**src/rtl/pcap_arming_ctrl_pkg.sv**
```systemverilog
// pcap_arming_ctrl_pkg: shared PCAP arming state encoding and disarm-reason bit indices
package pcap_arming_ctrl_pkg;
  typedef enum logic [2:0] {
    IDLE       = 3'd0,
    FIFO_RST   = 3'd1,
    WAIT_READY = 3'd2,
    ARMED      = 3'd3,
    ENABLED    = 3'd4,
    DRAIN      = 3'd5
  } state_t;
  localparam int DISARM_SW    = 0;
  localparam int DISARM_ABORT = 1;
  localparam int DISARM_DONE  = 2;
endpackage

```
**src/rtl/pcap_arming_ctrl.sv**
```systemverilog
// pcap_arming_ctrl: PCAP arm/run-control FSM with DMA FIFO reset handshake and sticky disarm reason
module pcap_arming_ctrl
  import pcap_arming_ctrl_pkg::*;
(
  input  logic       clk_i,
  input  logic       reset_i,
  input  logic       ARM,
  input  logic       DISARM,
  input  logic       enable_i,
  input  logic       abort_i,
  input  logic       ongoing_capture_i,
  output logic       dma_fifo_reset_o,
  input  logic       dma_fifo_ready_i,
  output logic       pcap_armed_o,
  output logic       pcap_enabled_o,
  output logic [2:0] pcap_disarmed_o
);
  state_t     state_q, state_d;
  logic       stop, done, arm_ok;
  logic [2:0] disarmed_d;
  always_ff @(posedge clk_i) begin
    if (reset_i) begin
      state_q          <= IDLE;
      dma_fifo_reset_o <= 1'b0;
      pcap_armed_o     <= 1'b0;
      pcap_enabled_o   <= 1'b0;
      pcap_disarmed_o  <= 3'b000;
    end else begin
      state_q          <= state_d;
      dma_fifo_reset_o <= state_d == FIFO_RST;
      pcap_armed_o     <= state_d == ARMED || state_d == ENABLED || state_d == DRAIN;
      pcap_enabled_o   <= state_d == ENABLED;
      pcap_disarmed_o  <= disarmed_d;
    end
  end
  always_comb begin
    stop    = state_q != IDLE && (DISARM || abort_i);
    arm_ok  = state_q == IDLE && ARM;
    done    = state_q == DRAIN && !ongoing_capture_i && !stop;
    state_d = state_q;
    case (state_q)
      IDLE:       state_d = ARM ? FIFO_RST : IDLE;
      FIFO_RST:   state_d = WAIT_READY;
      WAIT_READY: state_d = dma_fifo_ready_i ? ARMED : WAIT_READY;
      ARMED:      state_d = enable_i ? ENABLED : ARMED;
      ENABLED:    state_d = enable_i ? ENABLED : DRAIN;
      DRAIN:      state_d = ongoing_capture_i ? DRAIN : IDLE;
      default:    state_d = IDLE;
    endcase
    state_d = stop ? IDLE : state_d;
    disarmed_d = pcap_disarmed_o;
    disarmed_d[DISARM_SW]    = pcap_disarmed_o[DISARM_SW] | (stop & DISARM);
    disarmed_d[DISARM_ABORT] = pcap_disarmed_o[DISARM_ABORT] | (stop & abort_i);
    disarmed_d[DISARM_DONE]  = pcap_disarmed_o[DISARM_DONE] | done;
    disarmed_d = arm_ok ? 3'b000 : disarmed_d;
  end
endmodule

```
**config.mk**
```make
export PLATFORM = sky130hd
export DESIGN_NAME = pcap_arming_ctrl
export DESIGN_NICKNAME = d
export VERILOG_FILES = /design/src/rtl/pcap_arming_ctrl_pkg.sv /design/src/rtl/pcap_arming_ctrl.sv
export SDC_FILE = /design/constraint.sdc
export NUM_CORES = 1
export LEC_CHECK = 0
export CORE_AREA = 2 2 39 41
export DETAILED_ROUTE_END_ITERATION = 7
export DIE_AREA = 0 0 41 43
export PLACE_DENSITY = 0.65
export SLEW_MARGIN = 10
export SYNTH_ARGS = -nofsm -noshare
export SYNTH_HDL_FRONTEND = slang
export SYNTH_SLANG_ARGS = --single-unit
```
**constraint.sdc**
```tcl
create_clock -name clk_i -period 1.8 [get_ports clk_i]
set_input_delay 0.54 -clock clk_i [delete_from_list [all_inputs] [get_ports clk_i]]
set_output_delay 0.54 -clock clk_i [all_outputs]
set_load 0.01 [all_outputs]
```
# After elaboration in Yosys (flattened, before gate mapping)
# Index checks and enable logic that the tools add are counted.
[totals]
ff_bits = 9
inputBits = 8
out_inout_bits = 6
elab_cells = 38
[classes]
eq_ne = 9
muxes = 7
n_bitwise = 5
n_reduce_logical = 12
[op_table]
columns = ["operator", "count"]
rows = [
  ["3-bit case mux with 6 select lines", 1],
  ["3-bit equality test, second input constant", 4],
  ["3-bit by 2-bit equality test with 1-bit output, second input constant", 3],
  ["3-bit two-way mux", 3],
  ["3-bit by 1-bit equality test with 1-bit output, second input constant", 2],
  ["1-bit logical AND", 4],
  ["3-bit logical NOT", 1],
  ["1-bit logical OR", 3],
  ["1-bit two-way mux", 3],
  ["1-bit OR", 3],
  ["3-bit nonzero test", 1],
  ["1-bit AND", 2],
  ["1-bit logical NOT", 2],
  ["2-bit OR reduction", 1],
]

# Depth between registers and ports, before layout
[depth]
word_depth = 6
depth_mapped = 5
mapped_depth_nobuf = 4

# Worst setup path before layout
# OpenSTA, ideal clock, no wires.
[synth_path]
path_kind = "input to register"
start = "input reset_i"
end = "register pcap_enabled_o"
setup_time_ps = 73
arrival_ps = 1434
required_time_ps = 1727
path_slack_ps = 294
stages = 5
n_path_buf = 1
cell_sequence = "clkbuf_2 -> or4_4 -> o31ai_4 -> nand2_4 -> nor3b_2"
[synth_rtl]
columns = ["item", "line", "text"]
rows = [
  ["start, declared", "pcap_arming_ctrl.sv:6", "input logic reset_i,"],
  ["end signal, assigned", "pcap_arming_ctrl.sv:26", "pcap_enabled_o <= 1'b0;"],
  ["end signal, assigned", "pcap_arming_ctrl.sv:32", "pcap_enabled_o <= state_d == ENABLED;"],
  ["end, declared", "pcap_arming_ctrl.sv:15", "output logic pcap_enabled_o,"],
]

# Worst setup path after layout
[layout_path]
start = "register pcap_disarmed_o[0]"
end = "output pcap_disarmed_o[0]"
[layout_rtl]
columns = ["item", "line", "text"]
rows = [
  ["start, declared", "pcap_arming_ctrl.sv:16", "output logic [2:0] pcap_disarmed_o"],
  ["start signal, assigned", "pcap_arming_ctrl.sv:33", "pcap_disarmed_o <= disarmed_d;"],
]
# No word-level cell between the ends.

==> impl_metrics.py <==
metrics = {
    "status": {
        "run_status": "finished clean",
    },
    "cts": {
        "path_clk_slew_ns": 0.06,
        "ctsResizeCount": 0,
        "cts_hold_buf": 0,
        "clock_path_buffers": 2,
        "post_cts_buffers": 0,
        "h-tree-depth": 1,
        "cts_tree": "done",
        "root_buffer": "clkbuf_4",
        "clock-sinks": 9,
        "cts-buffers-inserted": 3,
        "clkLatencyLatePin_ns": 0.26,
    },
    "worst_setup_path": {
        "cp_max_fo": 2,
        "critPathCaptureType": "output port",
        "required_ns": 1.26,
        "crit_arrival_ns": 1.13,
        "path_cells": "clkdlybuf4s50_1",
        "cp-start-kind": "flip-flop",
        "cp_slowest_cell": "clkdlybuf4s50_1",
        "critPathKind": "flip-flop to output port",
        "cp_top_family": "buffers and inverters",
        "worst-path-buf-inv": 1,
        "cpPeakStageDelay_ns": 0.54,
    },
    "sta": {
        "post-route-period-util": 0.929,
        "clock-skew-final_ns": 0.00598,
        "worst_slack_ns": 0.128,
        "maxClockFrequency_mhz": 598,
        "relSlewSlack": 0.725,
        "slew_viol_final": 0,
        "period_needed_ns": 1.67,
        "finalSetupViolCount": 0,
        "finalHoldViolCount": 0,
        "worst_pin_slew_ns": 0.411,
        "rsz0062_at_grt": "false",
    },
    "place": {
        "post-place-ws_ns": -0.117,
        "dp_hpwl_um": 787,
        "gp_congestion": 0.681,
        "io_buffers": 13,
    },
    "global_routing": {
        "grt_overflow": 0,
        "use_met1": 0.159,
        "grt_pass1_wl_um": 1590,
        "antenna_found_initial": 0,
        "grt_use_met2": 0.206,
        "use_met3": 0.0157,
        "track_usage": 0.137,
        "grt_max_degree": 12,
        "globalRoute.busiestLayer": "met2",
        "grt_pass1_vias": 400,
    },
    "final_layout": {
        "nNetsFinal": 76,
        "syn_to_final_growth_pct": 43.2,
        "diodes": 0,
        "final_common_cell": "clkdlybuf4s50_1",
        "drive_gt1_frac": 0.269,
        "most-common-layout-cells": "clkdlybuf4s50_1 (13), dfxtp_1 (9), buf_4 (6)",
    },
    "synthesis": {
        "synthTopCellsByArea": "dfxtp_1 (39%), o31ai_4 (4.6%), mux2i_1 (4.3%)",
        "synth_nets": 55,
        "netlist_instances": 47,
        "yosysTopAreaCell": "dfxtp_1",
        "synth.top_cell.area_share": 0.389,
        "synth_area_um2": 463,
        "seq_area_frac_synth": 0.389,
        "synth_warnings": 0,
        "syn_avg_cell_area_um2": 9.85,
        "synth_seq_cells": 9,
        "post_synth_num_cell_types": 28,
    },
    "min_path": {
        "hp-class": "flip-flop to flip-flop",
    },
    "route": {
        "viasPerCell": 5.05,
        "first_pass_iters": 4,
        "finalWirelength_um": 1030,
        "drc_errors": 0,
        "num_vias": 419,
        "ant_nets": 0,
        "post_drt_wl_per_cell_um": 12.4,
        "drtIter0Drc": 5,
    },
    "die": {
        "initial_core_util": 0.335,
        "row_count": 14,
        "die_area_mm2": 0.00176,
        "ios": 14,
        "design.core.area_mm2": 0.00138,
        "dieWidth_um": 41,
        "die-height_um": 43,
    },
    "power_and_ir_drop": {
        "cellLeakagePower_uw": 0.000253,
        "seq_power_share": 0.476,
        "power-per-cell-area_mw_per_mm2": 687,
        "power_uw": 456,
        "swShare": 0.243,
        "vdd_drop_max_v": 0.000315,
        "pwr-share-clk": 0.330,
        "comb_power_share": 0.194,
        "intPower_uw": 345,
        "p_switching_uw": 111,
    },
    "flow_run": {
        "drv_cap": 0,
    },
}
## cells in the mapped netlist, drive strengths merged
cell type  instances
a211oi             1
a21oi              1
a22oi              2
a32o               1
a32oi              1
and2b              2
buf                2
clkbuf             1
dfxtp              9
inv                1
mux2i              2
nand2              3
nand2b             1
nand3              2
nor2               4
nor3               4
nor3b              1
o211a              1
o211ai             1
o22a               1
o31a               1
o31ai              2
or3                2
or4                1
## stage by stage
stage,setup TNS [ns],hold slack [ns],utilization,std cells,cell area [um2]
floorplan,0,0.533,-,47,463
global placement,-0.320,0.491,0.460,79,637
detailed placement,-0.360,0.495,0.460,79,637
CTS,0,0.512,0.479,83,663
global route,0,0.553,0.479,83,663
finish,0,0.509,0.479,83,663
## layout make-up
| type | count | area [um2] |
|---|---|---|
| repair buffers | 19 | 175 |
| flip-flops and latches | 9 | 180 |
| fillers | 138 | 721 |
| multi-input cells | 34 | 258 |
| clock buffers | 4 | 26.3 |
| inverters | 1 | 3.75 |
| well taps | 16 | 20.0 |
## power by group through the flow
| stage | clock [uW] | sequential, uW | combinational (uW) |
|---|---|---|---|
| after CTS | 155 | 217 | 89.4 |
| after detailed placement | 0 | 221 | 88.4 |
| after floorplan | 0 | 217 | 49.2 |
| final | 150 | 217 | 88.5 |
| after global routing | 166 | 218 | 95.5 |
| after global placement | 0 | 221 | 87.8 |
## final timing paths
path,from,end,slack [ns],depth (start not counted)
setup / recovery,pcap_disarmed_o[0]$_SDFF_PP0_,pcap_disarmed_o[0],0.13,1
hold / removal,pcap_disarmed_o[1]$_SDFF_PP0_,pcap_disarmed_o[1]$_SDFF_PP0_,0.51,2
setup reg to reg,state_q[1]$_SDFF_PP0_,pcap_armed_o$_SDFF_PP0_,0.33,4
hold reg to reg,pcap_disarmed_o[1]$_SDFF_PP0_,pcap_disarmed_o[1]$_SDFF_PP0_,0.51,2
## state kept, by name, summed over array words and instances, names as in the netlist
name              count
dma_fifo_reset_o      1
pcap_disarmed_o       3
state_q               3
pcap_armed_o          1
pcap_enabled_o        1
## per-layer routing
layer  wire, um  vias up
li1           -      217
met1        468      188
met2        484       12
met3         55        2
met4         17        0
met5          0        -
## kinds of logic after synthesis
| logic type | after synthesis | share of synthesized area |
|---|---|---|
| compound gates | 12 | 0.243 |
| buf+inv | 4 | 0.0540 |
| flops | 9 | 0.389 |
| mux | 2 | 0.0432 |
| simple gates | 20 | 0.270 |
Power figures use the tool's default switching activity.
